===== src/rtl/alu_seq_ctrl.sv =====
// rtl/alu_seq_ctrl.sv - ALU reduction sequencer (MAC/ADD/MP) feeding acc back on S2.
// Optional cmd_bias port and MAC/ADD bias init under macro ALU_SEQ_BIAS_EN.

`ifndef WORD_BITS
`define WORD_BITS 16
`endif
`ifndef ALU_CFG_BITS
`define ALU_CFG_BITS 4
`endif
`ifndef EXE_NOP
`define EXE_NOP 0
`endif
`ifndef EXE_ADD
`define EXE_ADD 1
`endif
`ifndef EXE_MAC
`define EXE_MAC 2
`endif
`ifndef EXE_MP
`define EXE_MP 3
`endif

module alu_seq_ctrl #(
    parameter int WORD_BITS = `WORD_BITS,
    parameter int CFG_BITS  = `ALU_CFG_BITS,
    parameter int LEN_BITS  = 8
) (
    input  logic                 CLK,
    input  logic                 RST,
    input  logic                 cmd_valid,
    output logic                 cmd_ready,
    input  logic [CFG_BITS-1:0]  cmd_op,
    input  logic [LEN_BITS-1:0]  cmd_len,
`ifdef ALU_SEQ_BIAS_EN
    input  logic [WORD_BITS-1:0] cmd_bias,
`endif
    input  logic                 opd_valid,
    output logic                 opd_ready,
    input  logic [WORD_BITS-1:0] opd_a,
    input  logic [WORD_BITS-1:0] opd_b,
    output logic                 alu_en,
    output logic [CFG_BITS-1:0]  alu_cfg,
    output logic                 alu_s0_valid,
    output logic                 alu_s1_valid,
    output logic                 alu_s2_valid,
    output logic [WORD_BITS-1:0] alu_s0,
    output logic [WORD_BITS-1:0] alu_s1,
    output logic [WORD_BITS-1:0] alu_s2,
    input  logic [WORD_BITS-1:0] alu_d0,
    input  logic                 alu_valid,
    output logic                 res_valid,
    input  logic                 res_ready,
    output logic [WORD_BITS-1:0] res_data,
    output logic                 busy,
    output logic                 alu_err
);

    localparam logic [CFG_BITS-1:0] OP_NOP = CFG_BITS'(`EXE_NOP);
    localparam logic [CFG_BITS-1:0] OP_ADD = CFG_BITS'(`EXE_ADD);
    localparam logic [CFG_BITS-1:0] OP_MAC = CFG_BITS'(`EXE_MAC);
    localparam logic [CFG_BITS-1:0] OP_MP  = CFG_BITS'(`EXE_MP);

    typedef enum logic [2:0] {S_IDLE, S_FETCH, S_ISSUE, S_WAIT, S_DONE} state_t;

    state_t               r_state;
    logic [CFG_BITS-1:0]  r_alu_cfg;
    logic                 r_svalid;
    logic [WORD_BITS-1:0] r_a;
    logic [WORD_BITS-1:0] r_b;
    logic [WORD_BITS-1:0] r_acc;
    logic [LEN_BITS-1:0]  r_len;
    logic [LEN_BITS-1:0]  r_count;
    logic                 r_alu_err;

    logic [CFG_BITS-1:0]  w_op;
    logic [WORD_BITS-1:0] w_init;
    logic                 w_last;

    // Unknown op codes collapse to NOP so they never reach the ALU.
    always_comb begin
        w_op = OP_NOP;
        if (cmd_op == OP_MAC || cmd_op == OP_ADD || cmd_op == OP_MP)
            w_op = cmd_op;
        w_init = '0;
        if (w_op == OP_MP)
            w_init = {1'b1, {(WORD_BITS-1){1'b0}}};
`ifdef ALU_SEQ_BIAS_EN
        else if (w_op != OP_NOP)
            w_init = cmd_bias;
`endif
    end

    assign w_last = (r_count + LEN_BITS'(1)) == r_len;

    always_ff @(posedge CLK) begin
        if (!RST) begin
            r_state   <= S_IDLE;
            r_alu_cfg <= OP_NOP;
            r_svalid  <= 1'b0;
            r_a       <= '0;
            r_b       <= '0;
            r_acc     <= '0;
            r_len     <= '0;
            r_count   <= '0;
            r_alu_err <= 1'b0;
        end else begin
            if (alu_valid && r_state != S_WAIT)
                r_alu_err <= 1'b1;
            case (r_state)
                S_IDLE: begin
                    if (cmd_valid) begin
                        r_len   <= cmd_len;
                        r_acc   <= w_init;
                        r_count <= '0;
                        if (cmd_len == '0 || w_op == OP_NOP) begin
                            r_state <= S_DONE;
                        end else begin
                            r_state   <= S_FETCH;
                            r_alu_cfg <= w_op;
                        end
                    end
                end
                S_FETCH: begin
                    if (opd_valid) begin
                        r_a      <= opd_a;
                        r_b      <= opd_b;
                        r_svalid <= 1'b1;
                        r_state  <= S_ISSUE;
                    end
                end
                S_ISSUE: begin
                    r_svalid <= 1'b0;
                    r_state  <= S_WAIT;
                end
                S_WAIT: begin
                    if (alu_valid) begin
                        r_acc   <= alu_d0;
                        r_count <= r_count + LEN_BITS'(1);
                        if (w_last) begin
                            r_state   <= S_DONE;
                            r_alu_cfg <= OP_NOP;
                        end else begin
                            r_state <= S_FETCH;
                        end
                    end
                end
                S_DONE: begin
                    if (res_ready)
                        r_state <= S_IDLE;
                end
                default: r_state <= S_IDLE;
            endcase
        end
    end

    assign cmd_ready    = RST && (r_state == S_IDLE);
    assign opd_ready    = (r_state == S_FETCH);
    assign alu_en       = (r_state == S_FETCH) || (r_state == S_ISSUE) || (r_state == S_WAIT);
    assign alu_cfg      = r_alu_cfg;
    assign alu_s0_valid = r_svalid;
    assign alu_s1_valid = r_svalid;
    assign alu_s2_valid = r_svalid;
    assign alu_s0       = r_a;
    assign alu_s1       = r_b;
    assign alu_s2       = r_acc;
    assign res_valid    = (r_state == S_DONE);
    assign res_data     = r_acc;
    assign busy         = (r_state != S_IDLE);
    assign alu_err      = r_alu_err;

endmodule


===== config.mk =====
export PLATFORM = sky130hd
export DESIGN_NAME = alu_seq_ctrl
export DESIGN_NICKNAME = d
export VERILOG_FILES = /design/src/rtl/alu_seq_ctrl.sv
export SDC_FILE = /design/constraint.sdc
export NUM_CORES = 1
export LEC_CHECK = 0
export ABC_AREA = 1
export BUFFER_PORTS_ARGS = -buffer_cell sky130_fd_sc_hd__buf_2
export CAP_MARGIN = 20
export CORE_MARGIN = 2
export CORE_UTILIZATION = 45
export DETAILED_ROUTE_END_ITERATION = 6
export PLACE_DENSITY_LB_ADDON = 0.08
export REMOVE_ABC_BUFFERS = 1
export SKIP_CTS_REPAIR_TIMING = 1
export SLEW_MARGIN = 5
export SYNTH_ARGS = -nofsm -noshare
export SYNTH_HDL_FRONTEND = slang
export SYNTH_SLANG_ARGS = --single-unit
export TNS_END_PERCENT = 100

===== constraint.sdc =====
create_clock -name CLK -period 2 [get_ports CLK]
set_clock_uncertainty 0.2 [all_clocks]
set_input_delay 0.1 -clock CLK [delete_from_list [all_inputs] [get_ports CLK]]
set_output_delay 0.1 -clock CLK [all_outputs]
set_load 0.01 [all_outputs]

### Word-level counts from Yosys, hierarchy flattened

Index checks and enable logic that the tools add are counted.

| word-level totals | value |
|---|---|
| flip-flop bits (word level) | 73 |
| bits of input ports | 66 |
| word-level logic and storage cells | 67 |

| cells by class | value |
|---|---|
| add/subtract/negate cells | 1 |
| eq/ne operators | 16 |
| mux-type cells | 22 |
| reductions and logical operators | 19 |

Operator list:

| operator | number |
|---|---|
| $mux W16 | 3 |
| $pmux W16 S2 | 1 |
| $mux W4 | 5 |
| $mux W3 | 6 |
| $mux W8 | 2 |
| $pmux W8 S2 | 1 |
| $pmux W3 S5 | 1 |
| $eq A4 B2 Y1 const B | 3 |
| $ne A2 B2 Y1 const B | 5 |
| $add A8 B1 Y8 const B | 1 |
| $eq A8 B8 Y1 | 1 |
| $logic_not A8 Y1 | 1 |
| $pmux W4 S2 | 1 |
| $eq A3 B2 Y1 const B | 2 |
| $reduce_and A2 Y1 | 3 |
| $logic_or A1 B1 Y1 | 5 |
| $reduce_and A5 Y1 | 1 |
| $eq A4 B1 Y1 const B | 1 |
| $logic_not A4 Y1 | 1 |
| $reduce_and A4 Y1 | 1 |
| $reduce_bool A2 Y1 | 2 |
| $eq A3 B1 Y1 const B | 1 |
| $eq A3 B3 Y1 const B | 1 |
| $logic_not A3 Y1 | 1 |
| other kinds (7) | 8 |

### Logic depth before layout (Yosys ltp)

| depth | value |
|---|---|
| depth in word-level cells | 9 |
| mapped depth | 13 |
| mapped depth without buffers | 13 |

### Worst setup path before layout

Ideal clock, no wire load.

| timing path | value |
|---|---|
| path type | register to register |
| start point | reg r_count[0] |
| end point | reg r_alu_cfg[0], in the netlist alu_cfg[0] |
| arrival time | 1485 ps |
| required time | 1665 ps |
| path slack | 180 ps |
| cell stages (with the launch flop) | 13 |
| path through | dfxtp_1 ha_1 nand2_1 nor2_1 nand2_1 nand3_1 nand3_1 nor2_1 nand3_1 nand2_1 nand2_4 nand2_2 a21oi_2 |

| between the ends | value |
|---|---|
| cells in the longest elaborated chain, start to end | 4 |

RTL lines:

| element | RTL line | RTL |
|---|---|---|
| start: declaration | 72 | `logic [LEN_BITS-1:0] r_count;` |
| start signal: assignment | 138 | `r_count <= r_count + LEN_BITS'(1);` |
| $add A8 B1 Y8 | 93 | `assign w_last = (r_count + LEN_BITS'(1)) == r_len;` |
| $eq A8 B8 Y1 | 93 |  |
| $ne A2 B2 Y1 (no line) | -- |  |
| $reduce_and A5 Y1 (no line) | -- |  |
| end signal: assignment | 119 | `r_alu_cfg <= w_op;` |
| end: declaration | 66 | `logic [CFG_BITS-1:0] r_alu_cfg;` |

Every way passes these cells.
A chain may end at the register's enable or synchronous reset.

### Final worst setup path

| timing path | value |
|---|---|
| start point | in cmd_op[2] |
| end point | reg r_alu_cfg[0], in the netlist alu_cfg[0] |

| between the ends | value |
|---|---|
| cells in the longest elaborated chain, start to end | 8 |

RTL lines:

| element | RTL line | RTL |
|---|---|---|
| start: declaration | 32 | `input logic [CFG_BITS-1:0] cmd_op,` |
| $eq A4 B2 Y1 / $eq A4 B1 Y1 (equally long branches) | 82 | `if (cmd_op == OP_MAC \|\| cmd_op == OP_ADD \|\| cmd_op == OP_MP)` |
| $logic_or A1 B1 Y1 (2 in a row) | 82 |  |
| $mux W4 (*) | 82 |  |
| $logic_not A4 Y1 | 115 | `if (cmd_len == '0 \|\| w_op == OP_NOP) begin` |
| $logic_or A1 B1 Y1 | 115 |  |
| $ne A2 B2 Y1 (no line) | -- |  |
| $reduce_and A5 Y1 (no line) | -- |  |

Every way passes the cells marked *; elsewhere a longest branch is shown, timed or not. The select of a mux whose other input is x is not followed.

==> impl_results.md <==
- Power Density: 714.0 mW/mm²
- Top-area cell type share of the netlist area: 0.4506
- Cell taking the most area after synthesis: dfxtp_1
- Max incr delay on CP: 0.58 ns
- Antenna fix cells: 0
- Avg Inst Size Synth: 7.337 µm²
- Endpoints failing setup: 0
- Type of the tightest min-delay check: in2reg
- CTS tree: built
- Share of cells above drive strength 1: 0.3459
- Cell family with most CP delay: buffers and inverters
- Clk buf depth: 2
- Syn Inst Count: 442
- DR DRC count: 0
- Final worst hold slack: -0.01766 ns
- Total power: 3.483 mW
- R2R depth: 12
- Num CTS Buffers: 9
- GP Congestion: 0.8214
- Crit path required time: 2.09 ns
- Maximum fanout along the worst path: 3
- Worst Path Buf+Inv: 3
- Final Hold Viols: 15
- 1st-pass router iterations: 4
- Post-route worst setup slack: 0.06708 ns
- Maximum vdd ir drop: 0.4050 mV
- Register area share after synthesis: 0.4506
- Total GRT Usage: 0.2094
- Fmax: 517.4 MHz
- Hold Crit Start: RST
- Pin count of the biggest net entering global routing: 33
- CP Class: in2reg
- Pleak: 2.264 nW
- Initial antenna violation count: 0
- Max-slew headroom at the worst pin: 0.7208
- Via count: 3476
- Max-Cap Viols: 0
- Worst skew pair latency: 0.35 ns
- Top post-synthesis cells by area: dfxtp_1 (45%), nor2_1 (9.4%), nand2_1 (8.3%)
- Most frequent CP cell: dlygate4sd3_1
- Die area: 0.007902 mm²
- Root Driver: clkbuf_8
- Final ANT Viol Nets: 0
- DR iter-0 viols: 137
- Slew @ Worst Pin: 0.4188 ns
- Outcome: finished, violations left
- CP Depth: 7
- R2r startpoint: r_count[0]$_SDFFE_PN0P_
- I/O pins: 143
- Final Cycle Share: 0.9665
- Clock-pin slew on the worst setup and hold paths: 0.08 ns
- Max-slew violations: 0
- Tmin final: 1.933 ns
- First-pass GRT wire length: 12700 µm
- Number of placement rows: 30
- Layout area overhead: 50.42%
- Slowest-stage cell, CP: dlygate4sd3_1
- Final Routed Wirelength: 9242 µm
- Post-synthesis cell area: 0.003243 mm²
- Clock sink total: 73
- Die H: 88.90 µm
- Vias in the first global route: 2847
- Post-route non-filler standard cell count: 735
- Worst Setup Start Kind: input port
- Hold depth: 3
- DP Cell Count: 654
- Grt ovf: 0
- DP HPWL: 5758 µm
- Most common cell after layout, fill and taps aside: buf_2
- Crit-path cells: dlygate4sd3_1 -> buf_2 -> or2_2 -> dlygate4sd3_1 -> nor3_1 -> nand2_1 -> a21oi_2
- Library cells used by synthesis: 28
- Pre-CTS WS: 0.01611 ns
- Clock H-tree levels: 3
- Initial core utilization: 0.4721
- Yosys Warn Count: 0
- Width of the chip: 88.90 µm
- Crit path DAT: 2.02 ns
- Vias per cell: 4.729
- FF+latch count, synth: 73
- Violated checks: negative hold slack
- Input/output buffers: 142
- Core footprint: 0.006869 mm²
- Crit end category: flop
- Most frequent cells in the layout: buf_2 (142), nor2_1 (77), nand2_1 (69), dfxtp_1 (68), dlygate4sd3_1 (66)
- Final net count: 702
- Critical path startpoint: cmd_op[2]
- Wire length per cell after detailed routing: 12.57 µm
-- cell type report --
type | count | area, µm²
Tap cell | 96 | 120.1
Clock inverter | 4 | 76.32
Clock buffer | 11 | 151.4
Sequential cell | 73 | 1473
Fill cell | 561 | 1991
Inverter | 34 | 130.1
Timing Repair Buffer | 218 | 1471
Multi-Input combinational cell | 299 | 1456
-- layer usage --
| metal | up-vias | wire length (µm) | global-route usage |
|---|---|---|---|
| met1 | 1576 | 3885 | 0.2480 |
| met4 | 0 | 222 | 0.08678 |
| met5 | - | 0 | 0 |
| li1 | 1778 | - | - |
| met3 | 16 | 547 | 0.08033 |
| met2 | 106 | 4587 | 0.3412 |
-- worst reg2reg max path, delay by kind of cell, from the launching register on --
family	cells	cell delay [ns]
and+or+nand+nor	10	0.90
AOI/OAI and AO/OA	1	0.04
adders and majority gates	1	0.23
DFF	1	0.37
-- kinds of logic after synthesis --
logic type | Yosys count | share of synthesized area
AO/OA/AOI/OAI | 87 | 0.1508
XOR/XNOR | 2 | 0.005402
adder cells (fa/ha/maj) | 1 | 0.003857
buffers and inverters | 70 | 0.1096
flip-flops | 73 | 0.4506
AND/OR/NAND/NOR | 209 | 0.2797
-- power by group --
| part | leakage, nW | internal [mW] | switching, mW | total (mW) |
|---|---|---|---|---|
| clock | 0.112 | 0.766 | 0.547 | 1.31 |
| sequential | 0.595 | 1.51 | 0.0428 | 1.56 |
| combinational | 1.56 | 0.292 | 0.322 | 0.614 |
| total | 2.26 | 2.57 | 0.912 | 3.48 |
-- through the flow --
step                hold slack (ns)   TNS, ns    util  cell area (µm²)
global route               0.008131  -0.01683  0.7102             4878
floorplan                 -0.002369    -2.538       -             3018
finish                     -0.01766         0  0.7102             4878
global placement             0.1490         0  0.5749             3949
detailed placement           0.1565         0  0.5749             3949
CTS                         -0.2133         0  0.6080             4177
-- registers in the layout, summed over array words and instances (netlist names) --
| register | cells |
|---|---|
| r_len | 8 |
| alu_s2 | 16 |
| alu_s0_valid | 1 |
| alu_err | 1 |
| alu_s0 | 16 |
| alu_s1 | 16 |
| r_count | 8 |
| alu_cfg | 4 |
| r_state | 3 |
-- cells in the mapped netlist --
master    number
a21oi_1       28
a21oi_2       13
a22oi_1        1
buf_2          3
buf_4         18
buf_6          1
buf_8          1
clkbuf_1      13
dfxtp_1       73
ha_1           1
inv_1         29
inv_2          4
inv_4          1
nand2_1       72
nand2_2       17
nand2_4        2
nand3_1       27
nand4_1        1
nor2_1        81
nor2_2         2
nor3_1         3
nor3_4         1
nor4_1         2
o21ai_0       44
o21bai_1       1
or2_2          1
xnor2_1        1
xor2_1         1
-- final timing paths --
check	end	slack, ns
worst max-delay path	alu_cfg[0]$_SDFFE_PN0P_	0.07
worst min-delay path	alu_s1[12]$_SDFFE_PN0P_	-0.02
worst max register to register	alu_cfg[1]$_SDFFE_PN0P_	0.14
worst min register to register	alu_cfg[2]$_SDFFE_PN0P_	0.23
No activity file was read; power rests on OpenSTA's default activity.
